`config.mk`:
```
export PLATFORM = sky130hd
export DESIGN_NAME = systolic_seq_ctrl
export DESIGN_NICKNAME = d
export VERILOG_FILES = /design/src/rtl/systolic_seq_ctrl.sv
export SDC_FILE = /design/constraint.sdc
export NUM_CORES = 1
export LEC_CHECK = 0
export CAP_MARGIN = 10
export CORE_MARGIN = 5
export CORE_UTILIZATION = 30
export CTS_CLUSTER_DIAMETER = 60
export DETAILED_ROUTE_END_ITERATION = 8
export GPL_TIMING_DRIVEN = 0
export MAX_ROUTING_LAYER = met4
export PLACE_DENSITY = 0.54
export SYNTH_ARGS = -nofsm -noshare
export SYNTH_HDL_FRONTEND = slang
export SYNTH_SLANG_ARGS = --single-unit
```
`constraint.sdc`:
```
create_clock -name i_clk -period 3.9 [get_ports i_clk]
set_input_delay 0.78 -clock i_clk [delete_from_list [all_inputs] [get_ports i_clk]]
set_output_delay 0.78 -clock i_clk [all_outputs]
set_load 0.005 [all_outputs]
```
`src/rtl/systolic_seq_ctrl.sv`:
```
// systolic_seq_ctrl: operand store and clear/feed/drain/capture sequencer for a 3x3 systolic array
module systolic_seq_ctrl #(
    parameter int CLEAR_CYCLES = 1,
    parameter int DRAIN_CYCLES = 5
) (
    input  logic         i_clk,
    input  logic         i_rst_n,
    input  logic         i_wr_en,
    input  logic         i_wr_sel,
    input  logic [3:0]   i_wr_addr,
    input  logic [7:0]   i_wr_data,
    output logic         o_wr_err,
    input  logic         i_start,
    output logic         o_busy,
    output logic         o_arr_rst_n,
    output logic [7:0]   o_A1,
    output logic [7:0]   o_A2,
    output logic [7:0]   o_A3,
    output logic [7:0]   o_B1,
    output logic [7:0]   o_B2,
    output logic [7:0]   o_B3,
    input  logic [143:0] i_arr_C,
    output logic [143:0] o_C,
    output logic         o_c_valid,
    input  logic         i_c_ready
);
    typedef enum logic [2:0] {IDLE, CLEAR, FEED, DRAIN, DONE} state_t;
    localparam logic [7:0] CLR_LAST = 8'(CLEAR_CYCLES - 1);
    localparam logic [7:0] DRN_LAST = 8'(DRAIN_CYCLES - 1);
    state_t state, next_state;
    logic [7:0] cnt, next_cnt;
    logic [7:0] a_mem [9];
    logic [7:0] b_mem [9];
    logic [3:0] kk, k3;
    logic feed, wr_ok;
    // state register
    always_ff @(posedge i_clk or negedge i_rst_n) begin
        if (!i_rst_n) begin
            state <= IDLE;
            cnt   <= '0;
        end else begin
            state <= next_state;
            cnt   <= next_cnt;
        end
    end
    // next state, per-state cycle counter and feed column index
    always_comb begin
        next_state = state;
        case (state)
            IDLE:    next_state = i_start ? CLEAR : IDLE;
            CLEAR:   next_state = (cnt == CLR_LAST) ? FEED : CLEAR;
            FEED:    next_state = (cnt == 8'd2) ? DRAIN : FEED;
            DRAIN:   next_state = (cnt == DRN_LAST) ? DONE : DRAIN;
            DONE:    next_state = (o_c_valid && i_c_ready) ? IDLE : DONE;
            default: next_state = IDLE;
        endcase
        next_cnt = (next_state != state || state == IDLE) ? 8'd0 : cnt + 8'd1;
        kk       = {2'b00, next_cnt[1:0]};
        k3       = kk + kk + kk;
        feed     = next_state == FEED;
        wr_ok    = i_wr_en && state == IDLE && i_wr_addr <= 4'd8;
    end
    // operand store, registered outputs computed from the upcoming state, result capture
    always_ff @(posedge i_clk or negedge i_rst_n) begin
        if (!i_rst_n) begin
            for (int i = 0; i < 9; i++) begin
                a_mem[i] <= '0;
                b_mem[i] <= '0;
            end
            o_wr_err    <= 1'b0;
            o_busy      <= 1'b0;
            o_arr_rst_n <= 1'b0;
            o_A1        <= '0;
            o_A2        <= '0;
            o_A3        <= '0;
            o_B1        <= '0;
            o_B2        <= '0;
            o_B3        <= '0;
            o_C         <= '0;
            o_c_valid   <= 1'b0;
        end else begin
            if (wr_ok && !i_wr_sel) a_mem[i_wr_addr] <= i_wr_data;
            if (wr_ok && i_wr_sel) b_mem[i_wr_addr] <= i_wr_data;
            o_wr_err    <= i_wr_en && !wr_ok;
            o_busy      <= next_state != IDLE;
            o_arr_rst_n <= next_state != CLEAR;
            o_A1        <= feed ? a_mem[kk] : 8'd0;
            o_A2        <= feed ? a_mem[4'd3 + kk] : 8'd0;
            o_A3        <= feed ? a_mem[4'd6 + kk] : 8'd0;
            o_B1        <= feed ? b_mem[k3] : 8'd0;
            o_B2        <= feed ? b_mem[k3 + 4'd1] : 8'd0;
            o_B3        <= feed ? b_mem[k3 + 4'd2] : 8'd0;
            if (state == DRAIN && next_state == DONE) begin
                o_C       <= i_arr_C;
                o_c_valid <= 1'b1;
            end else if (state == DONE && next_state == IDLE) begin
                o_c_valid <= 1'b0;
            end
        end
    end
endmodule

```
==> results by group, run 1 <==
Synth
  – Post-Synthesis Mean Instance Area: 11.50 sq um
  – EDFF count, synth: 0
  – Synth area leaders: dfrtp_1 (58%), nand2_1 (12%), mux2_2 (11%)
  – Asr flop ratio synth: 1.000
  – Synthesis Warnings: 0
  – Post-Synth XOR/XNOR Area: 0.004610
  – Synth Area in Compound Gates: 0.03309
  – #FFs+latches synth: 351
  – Mapped Cells: 1322
  – Combinational family with the most area after synthesis: multiplexers
  – Register area share after synthesis: 0.5779
  – Post-Syn Nets: 1492
  – Post-synthesis cell type count: 48
  – Syn Std Cell Area: 15200 sq um
  – Mux share of post-synthesis cell area: 0.1963
  – Primary FF master, synth: dfrtp_1
  – Adder-cell share of the synthesized area: 0.006585
  – Synth Area in Simple Gates: 0.1580
  – Top-area cell type share of the netlist area: 0.5779
  – Synth area leader: dfrtp_1

Final layout
  – Synth-to-Final Area Change: 40.77%
  – NumNets Final: 1904
  – Final instance area: 21400 sq um
  – Final Util: 0.4265
  – Final-layout fill cell count: 4733
  – Share of cells above drive strength 1: 0.1900

STA
  – Fin crit share: 0.9617
  – Fin. Hold Viols: 0
  – Setup repair after global routing missed its margin: false
  – Slew HR: 0.2770
  – Slew Viols, Final: 0
  – Final setup viols: 0
  – Min cycle time layout: 3.751 ns
  – Clock skew: 0.02354 ns
  – Maximum clock frequency: 266.6 MHz
  – Worst slew pin tran: 1.081 ns

Drt
  – Vias per inst: 4.838
  – Final ANT Viol Nets: 0
  – Initial drt markers: 795
  – Routed WL: 54.47 mm
  – DR vias: 11.80k
  – Wirelength per Cell: 22.34 um
  – Pre-antenna DRT Iters: 5
  – Post-route DRC: 0

Setup path
  – Most numerous cell on the critical path: buf_12
  – CP delay by family, top: simple AND/OR/NAND/NOR gates
  – CP max-delay cell: or4_1
  – Buffers & Inverters on Critical Path: 7
  – Largest stage delay, worst path: 0.53 ns
  – Crit path cell chain: or4_1 -> buf_2 -> o311a_1 -> a21oi_2 -> a21o_4 -> or2b_4 -> inv_2 -> buf_8 -> buf_12 -> buf_6 -> ha_2 -> xnor2_1 -> or3_1 -> nor3_4 -> buf_12 -> buf_12 -> nand2_1 -> nand2_1
  – CP Capture Type: register
  – Reg2reg setup slack: 0.15 ns
  – CP arrival: 4.24 ns
  – Startpoint Class: register
  – CP Data Required Time: 4.39 ns
  – CP max FO: 11
  – Setup CP Type: reg2reg

Place
  – Placed Area: 19720 sq um
  – Routability cong.: 0.8921
  – Port Buffers: 356
  – HPWL Detailed: 39.98 mm

Global routing
  – All-Layer GR Usage: 0.1987
  – Antenna violations before repair: 3
  – First-pass GRT wire length: 81.70 mm
  – Largest net degree at the start of global routing: 112
  – Total congestion overflow: 0
  – Number of global-route vias before repair: 11.94k

Clock network
  – CTS buffer count: 42
  – Hold_buf cts: 0
  – Htree depth: 2
  – CTS tree: yes
  – Sink Count: 351
  – Root buffer cell: clkbuf_16
  – CTS clk-pin slew, worst paths: 0.06 ns
  – Clk Latency, worst-skew pair: 0.56 ns
  – Bufs on Longest Clock Path: 3

Min path
  – Hold WC Path Type: in2async

Job
  – MaxCap Viol Count: 0

Floorplan
  – Row cnt: 82
  – Core area: 50170 sq um
  – DIE AREA: 55270 sq um
  – Die Span X: 235.1 um
  – Io pins: 358
  – Initial Util: 0.3030
  – Die Span Y: 235.1 um

Pwr
  – Static leakage: 9.487 nW
  – Maximum VDD drop: 0.3573 mV
  – Power per cell area: 724.5 nW/um^2

Outcome
  – Status: completed
-- kinds of logic after synthesis --
family | count (synthesis)
mux | 209
buf+inv | 85
xor+xnor | 8
fa+ha+maj | 8
compound gates | 71
flops | 351
simple gates | 590
-- where the power goes --
part	total, mW	switching (mW)	internal (mW)
clock	4.01	1.57	2.44
sequential	5.20	0.564	4.63
combinational	6.29	3.12	3.18
-- routing by layer --
metal / GRT usage / vias up / share of wire
li1: - / 5308 / -
met1: 0.2600 / 5968 / 0.44
met2: 0.3141 / 445 / 0.48
met3: 0.04838 / 75 / 0.064
met4: 0.04973 / 0 / 0.023
met5: - / - / 0
-- worst register-to-register path, delay by kind of cell, from the launching register on --
| family | cells | cell delay (ns) |
|---|---|---|
| AO/OA/AOI/OAI | 3 | 0.61 |
| XOR/XNOR | 1 | 0.16 |
| adder cells (fa/ha/maj) | 1 | 0.21 |
| buffers and inverters | 7 | 0.97 |
| flip-flops | 1 | 0.41 |
| AND/OR/NAND/NOR | 6 | 1.32 |
-- area by class of cell --
| class | instances | area, sq um | area share |
|---|---|---|---|
| inverters | 12 | 47.55 | 0.002222 |
| diodes | 3 | 7.507 | 0.0003509 |
| repair buffers | 372 | 3799 | 0.1775 |
| well taps | 672 | 840.8 | 0.03930 |
| plain buffers | 69 | 362.8 | 0.01696 |
| clock inverters | 13 | 158.9 | 0.007426 |
| flip-flops and latches | 351 | 8785 | 0.4106 |
| clock buffers | 60 | 1260 | 0.05889 |
| multi-input cells | 886 | 6136 | 0.2868 |
-- timing repair --
| action | 4_1_cts | 5_1_grt |
|---|---|---|
| pin swaps | 3 | 2 |
| setup endpoints to repair | 36 | 24 |
| gates resized for setup | 33 | 12 |
| buffers inserted | 8 | 4 |
-- through the flow --
stage               setup TNS (ns)  hold WS, ns  std cells  total power, mW  worst slack (ns)
floorplan                        0       0.4551       1322            8.182           0.09073
global placement          -4828.47       0.4504       2350            11.13            -13.66
detailed placement          -33.98       0.4558       2354            11.22            -1.200
CTS                              0      0.04507       2431            15.60          0.006088
global route                     0      0.06218       2437            16.31          0.001176
finish                           0      0.07763       2438            15.50            0.1494
-- cell usage in the layout, fill, tap and decap left out, types with 14 or more instances in the layout --
master and instances:
mux2_2 153, nand3_1 19, clkbuf_16 43, dfrtp_1 350, nor2_1 18, clkdlybuf4s50_1 355, nand2_1 493, mux4_2 56
clkbuf_8 14, a21oi_1 17, nor2b_1 18, clkbuf_1 49
-- synthesized netlist by cell type, types with 4 or more instances --
cell type  instances
a22o_1             9
nand2b_1           5
ha_1               8
a21oi_1           17
and2_1             8
xor2_1             5
clkbuf_1          54
nand2_1          493
a211oi_1           9
nor2_1            21
nand3_1           19
nor3_1             5
o21ai_0            9
inv_1             10
a22oi_1            8
a311oi_1           8
dfrtp_1          351
mux2_2           153
buf_1              9
nor2b_1           18
mux4_2            56
buf_2              4
-- final timing paths --
path / from / end / cells after the start
max: cnt[3]$_DFF_PN0_ / o_B3[2]$_DFF_PN0_ / 18
min: i_rst_n / o_C[55]$_DFFE_PN0P_ / 1
max reg2reg: cnt[3]$_DFF_PN0_ / o_B3[2]$_DFF_PN0_ / 18
min reg2reg: o_C[39]$_DFFE_PN0P_ / o_C[39]$_DFFE_PN0P_ / 2
max in group asynchronous: i_rst_n / cnt[0]$_DFF_PN0_ / 2
min in group i_clk: o_C[39]$_DFFE_PN0P_ / o_C[39]$_DFFE_PN0P_ / 2
-- sequential cells by signal, summed over array words and instances (netlist names) --
register	cells
o_B3	8
o_c_valid	1
o_wr_err	1
o_A2	8
b_mem	72
o_arr_rst_n	1
state	3
o_B1	8
o_busy	1
o_B2	8
o_C	144
a_mem	72
cnt	8
o_A3	8
o_A1	8
Power figures use the tool's default switching activity.
==> run 2: changes to the inputs <==
--- a/config.mk
+++ b/config.mk
@@ -5,7 +5,7 @@
 export SDC_FILE = /design/constraint.sdc
 export NUM_CORES = 1
 export LEC_CHECK = 0
-export CAP_MARGIN = 10
+export CAP_MARGIN = 20
 export CORE_MARGIN = 5
 export CORE_UTILIZATION = 30
 export CTS_CLUSTER_DIAMETER = 60
==> results of run 2 <==
No change in the layout: final DEF, timing and power equal those of run 1.
==> run 3: changes to the inputs <==
--- a/config.mk
+++ b/config.mk
@@ -6,13 +6,14 @@
 export NUM_CORES = 1
 export LEC_CHECK = 0
 export CAP_MARGIN = 20
+export CORE_ASPECT_RATIO = 1.1
 export CORE_MARGIN = 5
 export CORE_UTILIZATION = 30
 export CTS_CLUSTER_DIAMETER = 60
 export DETAILED_ROUTE_END_ITERATION = 8
 export GPL_TIMING_DRIVEN = 0
 export MAX_ROUTING_LAYER = met4
-export PLACE_DENSITY = 0.54
+export PLACE_DENSITY = 0.52
 export SYNTH_ARGS = -nofsm -noshare
 export SYNTH_HDL_FRONTEND = slang
 export SYNTH_SLANG_ARGS = --single-unit
==> constraint.sdc (replaced) <==
create_clock -name i_clk -period 4.05 [get_ports i_clk]
set_input_delay 0.81 -clock i_clk [delete_from_list [all_inputs] [get_ports i_clk]]
set_output_delay 0.81 -clock i_clk [all_outputs]
set_load 0.005 [all_outputs]
==> results by group, run 3 (same netlist as run 1, synthesis figures left out) <==
Outcome
  – Status: completed (unchanged)

STA
  – TNS Setup: 0 ns (unchanged)
  – Fin Hold WS: 0.2094 ns (was 0.07763 ns)
  – Worst slew pin tran: 0.9404 ns (was 1.081 ns)
  – Setup WS post-layout: 0.1808 ns (was 0.1494 ns)
  – Min cycle time layout: 3.869 ns (was 3.751 ns)
  – Maximum clock frequency: 258.5 MHz (was 266.6 MHz)
  – Setup repair after global routing missed its margin: false (unchanged)
  – Fin crit share: 0.9553 (was 0.9617)
  – Slew HR: 0.3708 (was 0.2770)
  – Clock skew: 0.02992 ns (was 0.02354 ns)
  – Final setup viols: 0 (unchanged)
  – Fin. Hold Viols: 0 (unchanged)
  – Slew Viols, Final: 0 (unchanged)

Final layout
  – Top flop regs: o_C: 144 flops, a_mem: 72 flops, b_mem: 72 flops (unchanged)
  – Final instance area: 21220 sq um (was 21400 sq um)
  – Commonest non-fill, non-tap cells in the layout: nand2_1 (493), clkdlybuf4s50_1 (355), dfrtp_1 (350) (unchanged)
  – Share of cells above drive strength 1: 0.1818 (was 0.1900)
  – NumNets Final: 1898 (was 1904)
  – Final Util: 0.4231 (was 0.4265)
  – Inserted Diodes: 0 (was 3)
  – Synth-to-Final Area Change: 39.58% (was 40.77%)
  – Commonest non-fill, non-tap cell in the layout: nand2_1 (unchanged)
  – Final-layout fill cell count: 4838 (was 4733)
  – Layout Cells excl Fill: 2415 (was 2438)
  – Max FFs per register: 144 (unchanged)
  – Register bank with the most flops: o_C (unchanged)

Global routing
  – Number of global-route vias before repair: 11.83k (was 11.94k)
  – Largest net degree at the start of global routing: 119 (was 112)
  – All-Layer GR Usage: 0.1785 (was 0.1987)
  – Total congestion overflow: 0 (unchanged)
  – Antenna violations before repair: 0 (was 3)
  – First-pass GRT wire length: 74.61 mm (was 81.70 mm)

Place
  – Placed Area: 19700 sq um (was 19720 sq um)
  – Setup WS pre-CTS: -1.230 ns (was -1.200 ns)
  – Placed Cells incl. Taps: 2344 (was 2354)
  – Port Buffers: 356 (unchanged)
  – HPWL Detailed: 36.22 mm (was 39.98 mm)
  – Routability cong.: 0.8501 (was 0.8921)

Drt
  – Routed WL: 48.49 mm (was 54.47 mm)
  – Post-route DRC: 0 (unchanged)
  – DR vias: 11.38k (was 11.80k)
  – Wirelength per Cell: 20.08 um (was 22.34 um)
  – Initial drt markers: 606 (was 795)
  – Final ANT Viol Nets: 0 (unchanged)
  – Pre-antenna DRT Iters: 5 (unchanged)
  – Vias per inst: 4.710 (was 4.838)

Setup path
  – CP max-delay cell: or4_1 (unchanged)
  – CP Data Required Time: 4.48 ns (was 4.39 ns)
  – CP max FO: 12 (was 11)
  – Critical path origin: cnt[3]$_DFF_PN0_ (unchanged)
  – Setup CP Type: reg2reg (unchanged)
  – CP Capture Type: register (unchanged)
  – Startpoint Class: register (unchanged)
  – CP arrival: 4.30 ns (was 4.24 ns)
  – Worst Setup EP: o_A2[3]$_DFF_PN0_ (was o_B3[2]$_DFF_PN0_)
  – Largest stage delay, worst path: 0.52 ns (was 0.53 ns)
  – Worst R2R Path Depth: 11 (was 18)
  – Worst R2R End: o_A2[3]$_DFF_PN0_ (was o_B3[2]$_DFF_PN0_)
  – Worst r2r src: cnt[3]$_DFF_PN0_ (unchanged)
  – Crit path cell chain: or4_1 -> buf_2 -> o311a_1 -> a21oi_2 -> a21o_4 -> or2_2 -> clkinv_4 -> ha_2 -> clkbuf_4 -> mux4_2 -> a22o_1 (was or4_1 -> buf_2 -> o311a_1 -> a21oi_2 -> a21o_4 -> or2b_4 -> inv_2 -> buf_8 -> buf_12 -> buf_6 -> ha_2 -> xnor2_1 -> or3_1 -> nor3_4 -> buf_12 -> buf_12 -> nand2_1 -> nand2_1)
  – Reg2reg setup slack: 0.18 ns (was 0.15 ns)

Pwr
  – Maximum VDD drop: 0.3174 mV (was 0.3573 mV)
  – Static leakage: 9.425 nW (was 9.487 nW)
  – Power per cell area: 685.2 nW/um^2 (was 724.5 nW/um^2)
  – Total Power: 14.54 mW (was 15.50 mW)

Clock network
  – CTS tree: yes (unchanged)
  – CTS clk-pin slew, worst paths: 0.06 ns (about the same)
  – Htree depth: 2 (unchanged)
  – CTS buffer count: 43 (was 42)
  – Bufs on Longest Clock Path: 3 (unchanged)
  – Clk Latency, worst-skew pair: 0.57 ns (was 0.56 ns)
  – Root buffer cell: clkbuf_16 (unchanged)
  – Sink Count: 351 (unchanged)

Floorplan
  – Initial Util: 0.3031 (was 0.3030)
  – Die Span Y: 246.1 um (was 235.1 um)
  – Io pins: 358 (unchanged)
  – Die Span X: 224.6 um (was 235.1 um)
  – DIE AREA: 55270 sq um (about the same)
  – Row cnt: 86 (was 82)
  – Core area: 50140 sq um (was 50170 sq um)

Min path
  – Hold WC Path Type: in2async (unchanged)

Job
  – MaxCap Viol Count: 0 (unchanged)
run 3: cell count changes in the layout (fill, tap and decap cells not counted), moves of 3 or more:
| cell | change |
|---|---|
| clkinv_2 | -3 |
| buf_4 | -6 |
| clkbuf_2 | +4 |
| clkinv_4 | +3 |
| clkbuf_8 | -6 |
| buf_12 | -5 |
| diode_2 | -3 |
run 3: layout make-up:
class / instances / area [sq um] / area share
buffer: 69 / 327.8 / 0.01545
clock buffer: 57 / 1230 / 0.05797
clock inverter: 15 / 215.2 / 0.01014
inverter: 12 / 50.05 / 0.002359
multi-input combinational: 886 / 6091 / 0.2871
sequential: 351 / 8785 / 0.4141
tap: 660 / 825.8 / 0.03892
timing repair buffer: 365 / 3691 / 0.1740
run 3: power breakdown:
group	internal (mW)	leakage (nW)	switching (mW)
clock network	2.39	0.701	1.54
registers	4.46	4.16	0.536
logic	2.87	4.57	2.74
total	9.72	9.43	4.81
run 3: metal layers:
layer	share of wire	GRT usage	vias up
met1	0.42	0.2229	5692
met5	0	-	-
met3	0.052	0.03515	76
li1	-	-	5288
met4	0.024	0.04657	0
met2	0.50	0.2995	319
run 3: worst min path at each step:
stage                                      to  slack, ns  cells past startpoint
after floorplan             o_B3[0]$_DFF_PN0_       0.46                      2
after global placement    o_C[34]$_DFFE_PN0P_       0.45                      2
after CTS                 o_C[70]$_DFFE_PN0P_       0.19                      1
after global routing      o_C[70]$_DFFE_PN0P_       0.20                      1
after detailed placement  o_C[13]$_DFFE_PN0P_       0.45                      2
final                     o_C[70]$_DFFE_PN0P_       0.21                      1
run 3: repair_timing:
item | CTS | global route
resized for setup | 20 | 4
endpoints found under the setup margin | 32 | 13
hold endpoints to repair | 0 | 0
hold buffers | 0 | 0
pin swaps | 1 | 0
buffers inserted | 3 | 0
run 3: worst max-delay path, delay by kind of cell, from the launching register on:
kind | cells | cell delay (ns)
simple gates | 2 | 0.83
compound gates | 4 | 0.96
mux | 1 | 0.37
buf+inv | 3 | 0.68
flops | 1 | 0.42
fa+ha+maj | 1 | 0.47
==> edit, RTL diff (flow settings as in run 3) <==
Encoding of `state_t`: now one-hot (5 bits for 5 states).
--- a/src/rtl/systolic_seq_ctrl.sv
+++ b/src/rtl/systolic_seq_ctrl.sv
@@ -24,7 +24,7 @@
     output logic         o_c_valid,
     input  logic         i_c_ready
 );
-    typedef enum logic [2:0] {IDLE, CLEAR, FEED, DRAIN, DONE} state_t;
+    typedef enum logic [4:0] {IDLE = 5'b00001, CLEAR = 5'b00010, FEED = 5'b00100, DRAIN = 5'b01000, DONE = 5'b10000} state_t;
     localparam logic [7:0] CLR_LAST = 8'(CLEAR_CYCLES - 1);
     localparam logic [7:0] DRN_LAST = 8'(DRAIN_CYCLES - 1);
     state_t state, next_state;
Check against the original RTL: no difference found for any inputs over 4 cycles, from zero or initial values and one cycle with i_rst_n low; so few cycles prove little.
==> edit against run 3 <==
- via count decreased by 7.6%
- cell area increased by 3.0%
- area after synthesis increased by 1.5%
- critical endpoint is now o_B1[5]
- sequential cell count increased by 2
- critical path depth increased by 3
- largest power group is now registers
- highest routed layer unchanged
- wire length increased by 4.8%
- die area increased by 1.5%
- power decreased by 13%
- setup slack got worse by 0.043 ns
- largest cell class unchanged
- sequential share of layout area decreased by 0.97 points
==> edit: results <==
{
  "vias_per_cell": 4.82,
  "wl_per_cell_um": 23.3,
  "p_comb_share_pct": 35.2,
  "wirelength_um": 50800,
  "crit_fanout": 10,
  "grt_pass1_vias": 11400,
  "drt-pass1-iter-count": 4,
  "fill_cells": 4785,
  "synth_fp_nets": 1215,
  "p_leak_nw": 9.90,
  "dp.cells": 2074,
  "reg2reg_depth": 14,
  "syn_avg_cell_area_um2": 14.8,
  "status": "completed",
  "synth-compound-area-share_pct": 4.36,
  "use_met2_pct": 31.2,
  "crit_end": "o_B1[5]",
  "yosys.area_share.adder_pct": 0.713,
  "wl_met2_um": 25200,
  "netSwitchingFraction_pct": 32.1,
  "antenna_found_initial": 6,
  "seq_area_frac_synth_pct": 57.2,
  "tightest_slew_ns": 1.18,
  "track_usage_pct": 18.5,
  "synthTopCellsByCount": "352 x dfrtp_1, 298 x mux2_2, 45 x clkbuf_1",
  "synth_mux_area_share_pct": 29.7,
  "critPathArrivalTime_ns": 4.32,
  "grt_pass1_wl_um": 76100,
  "reg2reg_setup_slack_ns": 0.14,
  "regToRegStartpoint": "state[4]",
  "netlist_top_cells_area": "dfrtp_1 57%, mux2_2 22%, mux4_1 4.4%",
  "synth.distinct_cells": 65,
  "crit_path_top_delay_cell": "or4_4",
  "drive_above_1_share_pct": 31.3,
  "maxCapViolCount": 0,
  "vdd_ir_drop_max_uv": 347,
  "p_int_mw": 8.55,
  "clock_net_power_mw": 3.65,
  "cts_buffers": 42,
  "skew_ns": 0.0302,
  "place_hpwl_um": 37000,
  "use_met3_pct": 4.96,
  "grtUsageMet1_pct": 22.2,
  "yosys.area_share.xor_xnor_pct": 0.397,
  "place_congestion": 0.801
}
-- edit: per-stage QoR --
step | setup TNS (ns) | cell area [µm²] | setup slack, ns | util (%)
2_1_floorplan | 0 | 15400 | 0.0558 | -
3_3_place_gp | -4986.75 | 19800 | -14.01 | 38.8
3_5_place_dp | -61.45 | 20000 | -2.12 | 39.0
4_1_cts | 0 | 21700 | 0.000755 | 42.5
5_1_grt | 0 | 21800 | 0.0144 | 42.7
6_report | 0 | 21800 | 0.138 | 42.7
-- edit: layout make-up --
class                      instances  area share (%)
antenna                            6          0.0687
sequential                       353            40.4
multi-input combinational        615            29.1
timing repair buffer             390            17.8
clock buffer                      58            5.41
inverter                          14           0.298
tap                              667            3.82
clock inverter                    15           0.630
buffer                            61            2.41
-- edit: repair_timing --
| item | in CTS | in global routing |
|---|---|---|
| resized for setup | 73 | 8 |
| cloned | 0 | 0 |
| pin swaps | 12 | 6 |
| endpoints found under the setup margin | 97 | 38 |
| buffers inserted | 15 | 13 |
